### src/rtl/operand_entry_pkg.sv
// Shared constants and state encoding for the calculator operand entry front end.
package operand_entry_pkg;

  localparam int WIDTH_DEF           = 4;
  localparam int DEBOUNCE_CYCLES_DEF = 500000;

  typedef enum logic [1:0] {
    ST_WAIT_A = 2'd0,
    ST_WAIT_B = 2'd1,
    ST_VALID  = 2'd2
  } entry_state_t;

endpackage

### src/rtl/operand_entry_debouncer.sv
// Push-button conditioner: 2-flop synchroniser, stability counter, and a one-cycle
// pulse on each accepted press (debounced 1->0). Releases produce no pulse.
module key_debouncer #(
  parameter int DEBOUNCE_CYCLES = 500000
) (
  input  logic i_clk,
  input  logic i_rst_n,
  input  logic i_btn_n,
  output logic o_level,
  output logic o_press
);

  localparam int CW = (DEBOUNCE_CYCLES > 1) ? $clog2(DEBOUNCE_CYCLES) : 1;
  localparam logic [CW-1:0] CNT_LAST = CW'(DEBOUNCE_CYCLES - 1);

  logic          sync_p0;
  logic          sync_p1;
  logic          level;
  logic [CW-1:0] cnt;
  logic          press;

  // stage p0/p1: bring the asynchronous button into the clock domain
  always_ff @(posedge i_clk) begin
    if (!i_rst_n) begin
      sync_p0 <= 1'b1;
      sync_p1 <= 1'b1;
    end else begin
      sync_p0 <= i_btn_n;
      sync_p1 <= sync_p0;
    end
  end

  // level only follows the synced input after it has disagreed for DEBOUNCE_CYCLES edges
  always_ff @(posedge i_clk) begin
    if (!i_rst_n) begin
      level <= 1'b1;
      cnt   <= '0;
      press <= 1'b0;
    end else begin
      press <= 1'b0;
      if (sync_p1 != level) begin
        if (cnt == CNT_LAST) begin
          level <= sync_p1;
          cnt   <= '0;
          press <= level;
        end else begin
          cnt <= cnt + CW'(1);
        end
      end else begin
        cnt <= '0;
      end
    end
  end

  assign o_level = level;
  assign o_press = press;

endmodule

### src/rtl/operand_entry.sv
// Operand entry front end: debounced ENTER captures A then B, the pair is offered
// downstream under valid/ready, and a debounced CLEAR returns to the start.
module operand_entry
  import operand_entry_pkg::*;
#(
  parameter int WIDTH           = WIDTH_DEF,
  parameter int DEBOUNCE_CYCLES = DEBOUNCE_CYCLES_DEF
) (
  input  logic             i_clk,
  input  logic             i_rst_n,
  input  logic             i_key_n,
  input  logic             i_clear_n,
  input  logic [WIDTH-1:0] i_sw,
  input  logic             i_ready,
  output logic [WIDTH-1:0] o_a,
  output logic [WIDTH-1:0] o_b,
  output logic             o_valid,
  output logic [1:0]       o_stage
);

  logic key_level;
  logic key_press;
  logic clear_level;
  logic clear_press;
  logic key_evt;
  logic clear_evt;

  entry_state_t     state;
  logic [WIDTH-1:0] a_q;
  logic [WIDTH-1:0] b_q;
  logic             valid_q;

  key_debouncer #(
    .DEBOUNCE_CYCLES(DEBOUNCE_CYCLES)
  ) u_key_db (
    .i_clk   (i_clk),
    .i_rst_n (i_rst_n),
    .i_btn_n (i_key_n),
    .o_level (key_level),
    .o_press (key_press)
  );

  key_debouncer #(
    .DEBOUNCE_CYCLES(DEBOUNCE_CYCLES)
  ) u_clear_db (
    .i_clk   (i_clk),
    .i_rst_n (i_rst_n),
    .i_btn_n (i_clear_n),
    .o_level (clear_level),
    .o_press (clear_press)
  );

  // A press pulse always coincides with a low debounced level; qualifying on it
  // keeps a stray pulse from acting while the button reads released.
  assign key_evt   = key_press   & ~key_level;
  assign clear_evt = clear_press & ~clear_level;

  // Priority: reset, then clear, then handshake transfer, then press.
  always_ff @(posedge i_clk) begin
    if (!i_rst_n) begin
      state   <= ST_WAIT_A;
      a_q     <= '0;
      b_q     <= '0;
      valid_q <= 1'b0;
    end else if (clear_evt) begin
      state   <= ST_WAIT_A;
      a_q     <= '0;
      b_q     <= '0;
      valid_q <= 1'b0;
    end else begin
      case (state)
        ST_WAIT_A: begin
          if (key_evt) begin
            a_q   <= i_sw;
            state <= ST_WAIT_B;
          end
        end
        ST_WAIT_B: begin
          if (key_evt) begin
            b_q     <= i_sw;
            state   <= ST_VALID;
            valid_q <= 1'b1;
          end
        end
        ST_VALID: begin
          if (i_ready) begin
            state   <= ST_WAIT_A;
            valid_q <= 1'b0;
          end
        end
        default: begin
          state   <= ST_WAIT_A;
          valid_q <= 1'b0;
        end
      endcase
    end
  end

  assign o_a     = a_q;
  assign o_b     = b_q;
  assign o_valid = valid_q;
  assign o_stage = state;

endmodule

### config.mk
export PLATFORM = sky130hd
export DESIGN_NAME = operand_entry
export DESIGN_NICKNAME = d
export VERILOG_FILES = /design/src/rtl/operand_entry_pkg.sv /design/src/rtl/operand_entry_debouncer.sv /design/src/rtl/operand_entry.sv
export SDC_FILE = /design/constraint.sdc
export NUM_CORES = 1
export LEC_CHECK = 0
export BUFFER_PORTS_ARGS = -buffer_cell sky130_fd_sc_hd__buf_2
export CAP_MARGIN = 20
export CORE_ASPECT_RATIO = 0.5
export CORE_MARGIN = 1
export CORE_UTILIZATION = 54
export CTS_BUF_LIST = sky130_fd_sc_hd__clkbuf_4 sky130_fd_sc_hd__clkbuf_8 sky130_fd_sc_hd__clkbuf_16
export CTS_CLUSTER_SIZE = 10
export DETAILED_ROUTE_END_ITERATION = 8
export PLACE_DENSITY = 0.73
export SETUP_SLACK_MARGIN = 0.05
export SLEW_MARGIN = 5
export SYNTH_ARGS = -nofsm -noshare
export SYNTH_HDL_FRONTEND = slang
export SYNTH_SLANG_ARGS = --single-unit
### constraint.sdc
create_clock -name i_clk -period 2.45 [get_ports i_clk]
set_clock_uncertainty 0.15 [all_clocks]
set_input_delay 0.735 -clock i_clk [delete_from_list [all_inputs] [get_ports i_clk]]
set_output_delay 0.735 -clock i_clk [all_outputs]
set_load 0.005 [all_outputs]
==> flow_summary.rst, run 1 <==
.. list-table::
   :header-rows: 1

   * - Metric
     - Value
   * - First-iteration detailed-routing DRC count
     - 48
   * - Total of flip-flops plus latches after synthesis
     - 57
   * - Io pins
     - 20
   * - Sum of negative setup slack
     - 0 ns
   * - Count of antenna-violating nets left after detailed routing
     - 0
   * - Reg-to-Reg Start
     - u_clear_db.cnt[0]$_SDFF_PP0_
   * - Post-DR vias/cell
     - approximately 5.4
   * - Worst slew pin tran
     - about 0.52 ns
   * - Hold Path Stages
     - 1
   * - Unrepaired setup endpoints after global routing
     - false
   * - Routed length on met3
     - about 240 um
   * - Number of fill cells in the layout
     - roughly 350
   * - Capture point of the worst reg-to-reg path
     - u_clear_db.cnt[18]$_SDFF_PP0_
   * - Clk root buf
     - sky130_fd_sc_hd__clkbuf_8
   * - Worst Reg2Reg Path Length in Cells
     - 5
   * - Total length of routed wires
     - 4540 um
   * - Layout cell share with drive strength beyond 1
     - 0.157
   * - Die H
     - between 40 and 50 um
   * - DRC Markers
     - 0
   * - Diodes inserted
     - 0
   * - Clk Latency, worst-skew pair
     - roughly 0.34 ns
   * - Initial Util
     - 0.589
   * - Maximum number of pins on one net before global-route repair
     - 12
   * - Routed length per placed instance
     - between 10 and 15 um
   * - Initial antenna violation count
     - 0
   * - DR vias
     - 1915
   * - Pwr Density
     - 627 mW/mm2
   * - CTS tree
     - built
   * - Setup Fix Bufs, Post-CTS
     - 0
   * - Core Rows
     - 16
   * - Pre-antenna DRT Iters
     - 4
   * - Maximum ir drop on the vdd rail
     - 329 uV
   * - Setup violation total in the final timing report
     - 0
   * - Smallest hold slack
     - 0.259 ns
   * - Worst slew slack as a fraction of its limit
     - 0.649
   * - Max layer used
     - met4
   * - Data arrival time of the worst path
     - ~2.1 ns
   * - Post-cts hold buffer count
     - 0
   * - Max-slew violation count
     - 0
   * - Final weighted congestion in routability-driven placement
     - roughly 0.87
   * - Library cells used by synthesis
     - 37
   * - Endpoint kind of the worst setup timing path
     - register
   * - Maximum fanout count along the critical path
     - 7
   * - Net count of the mapped netlist
     - 279
   * - Required time of the critical path
     - ~2.5 ns
   * - Global-route wire length before repair
     - between 8000 and 9000 um
   * - Minimum setup slack in the final design
     - about 0.42 ns
   * - Clock transition at the registers of the reported paths
     - approximately 0.070 ns
   * - Count of input and output buffers
     - 19
   * - Final period util
     - 0.828
   * - Routed wire length on met2
     - 2170 um
   * - Clock H-tree levels
     - 3
   * - Worst Min Path Start
     - u_clear_db.sync_p0$_SDFF_PN1_
   * - Die footprint
     - roughly 0.0047 mm2
   * - Hold endpoint
     - u_clear_db.sync_p1$_SDFF_PN1_
   * - Detailed-routing wirelength on met1
     - 2120 um
   * - Clock buffer count from CTS
     - 9
   * - Sum of internal, switching and leakage power
     - around 1.7 mW
   * - Number of clock sinks seen by CTS
     - 57
   * - Category of the critical setup timing path
     - reg2reg
   * - Peak Freq
     - approximately 500 MHz
   * - Leakage power
     - ~0.92 nW
   * - Total gr overflow
     - 0
   * - Min Tclk post-route
     - approximately 2.0 ns
   * - Vias in the first global route
     - 1854
   * - HPWL after detailed placement
     - ~3200 um
   * - Count of max-cap constraint violations
     - 0
   * - Flop-to-flop setup slack
     - around 0.42 ns
   * - Core region area
     - ~0.004 mm2
   * - Syn Inst Count
     - about 270
   * - Number of buffers on the longest clock path
     - 2
   * - Register area share after synthesis
     - 0.474
   * - Post-cts repair resize count
     - 0
   * - Horizontal die dimension
     - 96.4 um
   * - Layout Nets
     - approximately 310
   * - Total Routing Usage GR
     - 0.233
   * - Syn Std Cell Area
     - between 0.002 and 0.0025 mm2
   * - Final number of hold-violating endpoints
     - 0
   * - Worst slack, placed
     - 0.424 ns
   * - Area growth syn-to-layout
     - 14.0%
   * - Outcome
     - finished, final reports clean
   * - Worst Hold Class
     - reg2reg
   * - Yosys warnings
     - 0
   * - Final standard cell utilization of the core
     - 0.672
   * - Synth Area per Inst
     - approximately 9 um2
   * - Critical Path Start Type
     - register
## state kept, by name, summed over array words and instances (netlist names), 2 cells and up
register	flops
u_key_db.cnt	19
o_a	4
o_stage	2
u_clear_db.cnt	19
o_b	4
## synthesized netlist by cell type (all sizes together)
library cell	instances	area, um2
a21oi	6	30.0
a31o	1	8.76
and2	3	18.8
and3	4	25.0
and3b	1	8.76
and4	2	17.5
buf	4	20.0
clkbuf	4	16.3
dfxtp	57	1140
ha	2	25.0
inv	9	33.8
mux2i	8	80.1
nand2	15	56.3
nand2b	4	25.0
nand3	10	50.1
nand4	13	93.8
nor2	47	176
nor2b	1	6.26
nor3	10	50.1
nor3b	3	27.5
nor4	11	68.8
nor4b	4	35.0
o211ai	2	15.0
o21ai	8	43.8
o221ai	2	17.5
o31ai	1	7.51
or2	1	6.26
or3	3	23.8
or4	1	7.51
xnor2	20	175
xor2	11	96.3
## logic make-up (layout without fill, tap and decap cells)
family	count (synthesis)	count (layout)	synth area share
AOI/OAI and AO/OA	20	20	0.0509
xor gates and xnor gates	31	31	0.113
adders and majority gates	2	2	0.0104
buffers and inverters	17	49	0.0291
DFF	57	57	0.474
muxes	8	8	0.0333
and+or+nand+nor	133	133	0.290
## worst max-delay path, stage by stage (launching register included)
cell and delay (ns):
sky130_fd_sc_hd__dfxtp_1 0.39, sky130_fd_sc_hd__ha_1 0.24, sky130_fd_sc_hd__nand4_1 0.29, sky130_fd_sc_hd__nor4_1 0.57, sky130_fd_sc_hd__and3_1 0.23, sky130_fd_sc_hd__nor3_1 0.05
## area by class of cell
cell class | count | area [um2] | area share
clock buffer | 11 | 145 | 0.0529
clock inverter | 5 | 31.3 | 0.0114
inverter | 9 | 33.8 | 0.0123
multi-input combinational | 194 | 1200 | 0.436
sequential | 57 | 1140 | 0.416
tap | 54 | 67.6 | 0.0246
timing repair buffer | 24 | 130 | 0.0474
## how the worst max path moves through the flow
stage | startpoint | endpoint | slack (ns) | cells past startpoint
3_5_place_dp | u_clear_db.cnt[0]$_SDFF_PP0_ | u_clear_db.cnt[18]$_SDFF_PP0_ | 0.42 | 5
5_1_grt | u_clear_db.cnt[0]$_SDFF_PP0_ | u_clear_db.cnt[18]$_SDFF_PP0_ | 0.19 | 5
3_3_place_gp | u_clear_db.cnt[0]$_SDFF_PP0_ | u_clear_db.cnt[18]$_SDFF_PP0_ | 0.50 | 5
4_1_cts | u_clear_db.cnt[0]$_SDFF_PP0_ | u_clear_db.cnt[18]$_SDFF_PP0_ | 0.42 | 5
2_1_floorplan | u_clear_db.cnt[0]$_SDFF_PP0_ | u_clear_db.cnt[18]$_SDFF_PP0_ | 0.63 | 5
6_report | u_clear_db.cnt[0]$_SDFF_PP0_ | u_clear_db.cnt[18]$_SDFF_PP0_ | 0.42 | 5
## routing by layer
metal,up-vias,global-route usage
li1,980,-
met1,904,0.256
met2,27,0.379
met3,4,0.134
met4,0,0.0711
met5,-,0
## power breakdown
group          switching, mW  internal [mW]  total [mW]
Sequential           0.00248          0.931       0.933
Clock                  0.360          0.401       0.760
Combinational         0.0151         0.0115      0.0265
Total                  0.377           1.34        1.72
## cells in the final DEF, fill, tap and decap left out, types with 2 or more instances in the layout
cell,instances
sky130_fd_sc_hd__xor2_1,11
sky130_fd_sc_hd__nand2b_1,4
sky130_fd_sc_hd__buf_4,4
sky130_fd_sc_hd__nor2_1,47
sky130_fd_sc_hd__and2_1,3
sky130_fd_sc_hd__xnor2_1,20
sky130_fd_sc_hd__nand2_1,15
sky130_fd_sc_hd__buf_2,20
sky130_fd_sc_hd__dfxtp_1,57
sky130_fd_sc_hd__nand4_2,2
sky130_fd_sc_hd__o211ai_1,2
sky130_fd_sc_hd__nor3b_1,2
sky130_fd_sc_hd__mux2i_1,8
sky130_fd_sc_hd__clkinv_2,3
sky130_fd_sc_hd__nand3_1,10
sky130_fd_sc_hd__and3_1,4
sky130_fd_sc_hd__inv_1,9
sky130_fd_sc_hd__nor4b_1,4
sky130_fd_sc_hd__nor3_1,10
sky130_fd_sc_hd__ha_1,2
sky130_fd_sc_hd__nand4_1,11
sky130_fd_sc_hd__a21oi_1,6
sky130_fd_sc_hd__or3_1,2
sky130_fd_sc_hd__o21ai_0,6
sky130_fd_sc_hd__nor4_1,11
sky130_fd_sc_hd__and4_1,2
sky130_fd_sc_hd__clkbuf_8,10
sky130_fd_sc_hd__o221ai_1,2
## metrics by stage
stage          std cells  instance area (um2)
3_5_place_dp         337                 2560
3_3_place_gp         337                 2560
6_report             354                 2750
2_1_floorplan        268                 2410
4_1_cts              353                 2740
5_1_grt              354                 2750
(Power assumes the default switching activity.)
==> inputs of run 2 (changes only) <==
clock period = 2 ns   (was 2.45 ns; I/O delays follow)
==> flow_summary.rst, run 2 (synthesized netlist as in run 1, its figures left out) <==
.. list-table::
   :header-rows: 1

   * - Metric
     - Value
   * - Outcome
     - finished, final reports clean
   * - Core Rows
     - 16
   * - Endpoint kind of the worst setup timing path
     - register
   * - Peak Freq
     - 542 MHz
   * - Clock transition at the registers of the reported paths
     - ~0.07 ns
   * - CTS tree
     - built
   * - Maximum ir drop on the vdd rail
     - around 600 uV
   * - Horizontal die dimension
     - 96.4 um
   * - Design area
     - about 0.0028 mm2
   * - Relative contribution of sequential cells to total power
     - 0.495
   * - Layout cell share with drive strength beyond 1
     - 0.176
   * - Kind of cell adding the most delay to the critical path
     - simple AND/OR/NAND/NOR gates
   * - Part of the power in combinational logic
     - 0.014
   * - Layout Nets
     - approximately 310
   * - Leading registers by flop count
     - u_clear_db.cnt (19), u_key_db.cnt (19)
   * - Final number of hold-violating endpoints
     - 0
   * - Net switching power
     - between 0.4 and 0.5 mW
   * - Crit-path cells
     - nand4_1 > or2_2 > or4_1 > a21oi_1
   * - Sum of negative setup slack
     - 0 ns
   * - Worst slew pin tran
     - 0.423 ns
   * - First-iteration detailed-routing DRC count
     - 76
   * - Switching Fraction
     - 0.202
   * - Reg-to-Reg Start
     - u_clear_db.cnt[5]$_SDFF_PP0_
   * - Maximum fanout count along the critical path
     - 7
   * - Initial Util
     - 0.589
   * - Unrepaired setup endpoints after global routing
     - true
   * - Global-route wire length before repair
     - a little under 8000 um
   * - Leakage power
     - slightly below 1 nW
   * - Final weighted congestion in routability-driven placement
     - 0.900
   * - Worst Min Path Start
     - u_clear_db.sync_p0$_SDFF_PN1_
   * - Layout Cells excl Fill
     - about 360
   * - Crit. Startpoint
     - u_clear_db.cnt[5]$_SDFF_PP0_
   * - Most frequent standard cell in the layout excluding fill and tap cells
     - sky130_fd_sc_hd__dfxtp_1
   * - Worst slew slack as a fraction of its limit
     - 0.717
   * - Count of input and output buffers
     - 19
   * - P_int
     - 1.84 mW
   * - Required time of the critical path
     - roughly 2.1 ns
   * - Clock buffer count from CTS
     - 9
   * - Total length of routed wires
     - 4490 um
   * - Vias in the first global route
     - 1829
   * - Category of the critical setup timing path
     - reg2reg
   * - Clk network pwr share
     - 0.491
   * - Pre-antenna DRT Iters
     - 4
   * - Count of antenna-violating nets left after detailed routing
     - 0
   * - Max-slew violation count
     - 0
   * - Critical Path Start Type
     - register
   * - Routed length per placed instance
     - 12.4 um
   * - Data arrival time of the worst path
     - a little under 2 ns
   * - Core region area
     - 0.00408 mm2
   * - Maximum number of pins on one net before global-route repair
     - 19
   * - Count of max-cap constraint violations
     - 0
   * - HPWL after detailed placement
     - 3140 um
   * - Min Tclk post-route
     - ~1.8 ns
   * - Placed Cells incl. Taps
     - between 300 and 400
   * - Final period util
     - 0.922
   * - Die footprint
     - 0.00475 mm2
   * - Area growth syn-to-layout
     - 18.2%
   * - Buffers plus inverters on the worst setup path
     - 0
   * - DRC Markers
     - 0
   * - DR vias
     - 1927
   * - CP max-delay cell
     - sky130_fd_sc_hd__or4_1
   * - Total gr overflow
     - 0
   * - Total Routing Usage GR
     - 0.218
   * - Worst stage delay on the critical path
     - approximately 0.47 ns
   * - Clock H-tree levels
     - 3
   * - Clk root buf
     - sky130_fd_sc_hd__clkbuf_8
   * - Commonest cells after routing, fill and taps aside
     - 57 x sky130_fd_sc_hd__dfxtp_1, 47 x sky130_fd_sc_hd__nor2_1, 20 x sky130_fd_sc_hd__xnor2_1
   * - Clk Latency, worst-skew pair
     - about 0.33 ns
   * - Post-cts repair resize count
     - 0
   * - Number of buffers on the longest clock path
     - 2
   * - Area of placed instances
     - roughly 0.0026 mm2
   * - Setup violation total in the final timing report
     - 0
   * - Diodes inserted
     - 0
   * - Worst Hold Class
     - reg2reg
   * - Die H
     - between 40 and 50 um
   * - Post-DR vias/cell
     - ~5.3
   * - Initial antenna violation count
     - 0
   * - Pwr Density
     - about 800 mW/mm2
   * - Io pins
     - 20
   * - Number of clock sinks seen by CTS
     - between 50 and 60
==> run 2: worst register-to-register path: cells and delay by family (launching register included) <==
kind / cells / cell delay [ns]
and+or+nand+nor: 3 / 1.03
AOI/OAI and AO/OA: 1 / 0.15
DFF: 1 / 0.45
==> run 2: layout make-up <==
type	count	area, um2
repair buffers	31	198
well taps	54	67.6
clock buffers	9	124
multi-input cells	194	1200
flip-flops and latches	57	1140
fillers	323	1240
clock inverters	7	85.1
inverters	9	33.8
==> run 2: stage by stage <==
stage / hold slack, ns / util / power [mW] / worst slack (ns)
finish: 0.262 / 0.697 / 2.31 / 0.156
global route: 0.285 / 0.697 / 2.39 / 0.0475
CTS: 0.262 / 0.693 / 2.34 / 0.111
detailed placement: 0.247 / 0.642 / 1.20 / 0.123
global placement: 0.239 / 0.642 / 1.20 / 0.230
floorplan: 0.236 / - / 1.18 / 0.176
==> run 2: power by group through the flow <==
stage	clock network (mW)	logic (mW)	registers, mW
2_1_floorplan	0	0.0172	1.17
4_1_cts	1.17	0.0341	1.14
3_3_place_gp	0	0.0328	1.17
3_5_place_dp	0	0.0339	1.17
6_report	1.13	0.0335	1.14
5_1_grt	1.21	0.0383	1.14
==> run 2: what timing repair did <==
item | 4_1_cts | 5_1_grt
setup buffers | 0 | 2
hold buffers | 0 | 0
endpoints found under the setup margin | 0 | 4
==> run 2: worst paths after layout <==
kind / to / slack (ns) / cells after the start
setup / recovery: u_clear_db.cnt[17]$_SDFF_PP0_ / 0.16 / 4
setup reg to reg: u_clear_db.cnt[17]$_SDFF_PP0_ / 0.16 / 4
hold reg to reg: u_clear_db.sync_p1$_SDFF_PN1_ / 0.26 / 1
hold / removal: u_clear_db.sync_p1$_SDFF_PN1_ / 0.26 / 1
==> run 2: per-layer routing <==
metal	routed length [um]	vias to the layer above	global-route usage
li1	-	1004	-
met1	2120	897	0.236
met2	2160	19	0.371
met3	166	7	0.0903
met4	48	0	0.100
met5	0	-	0
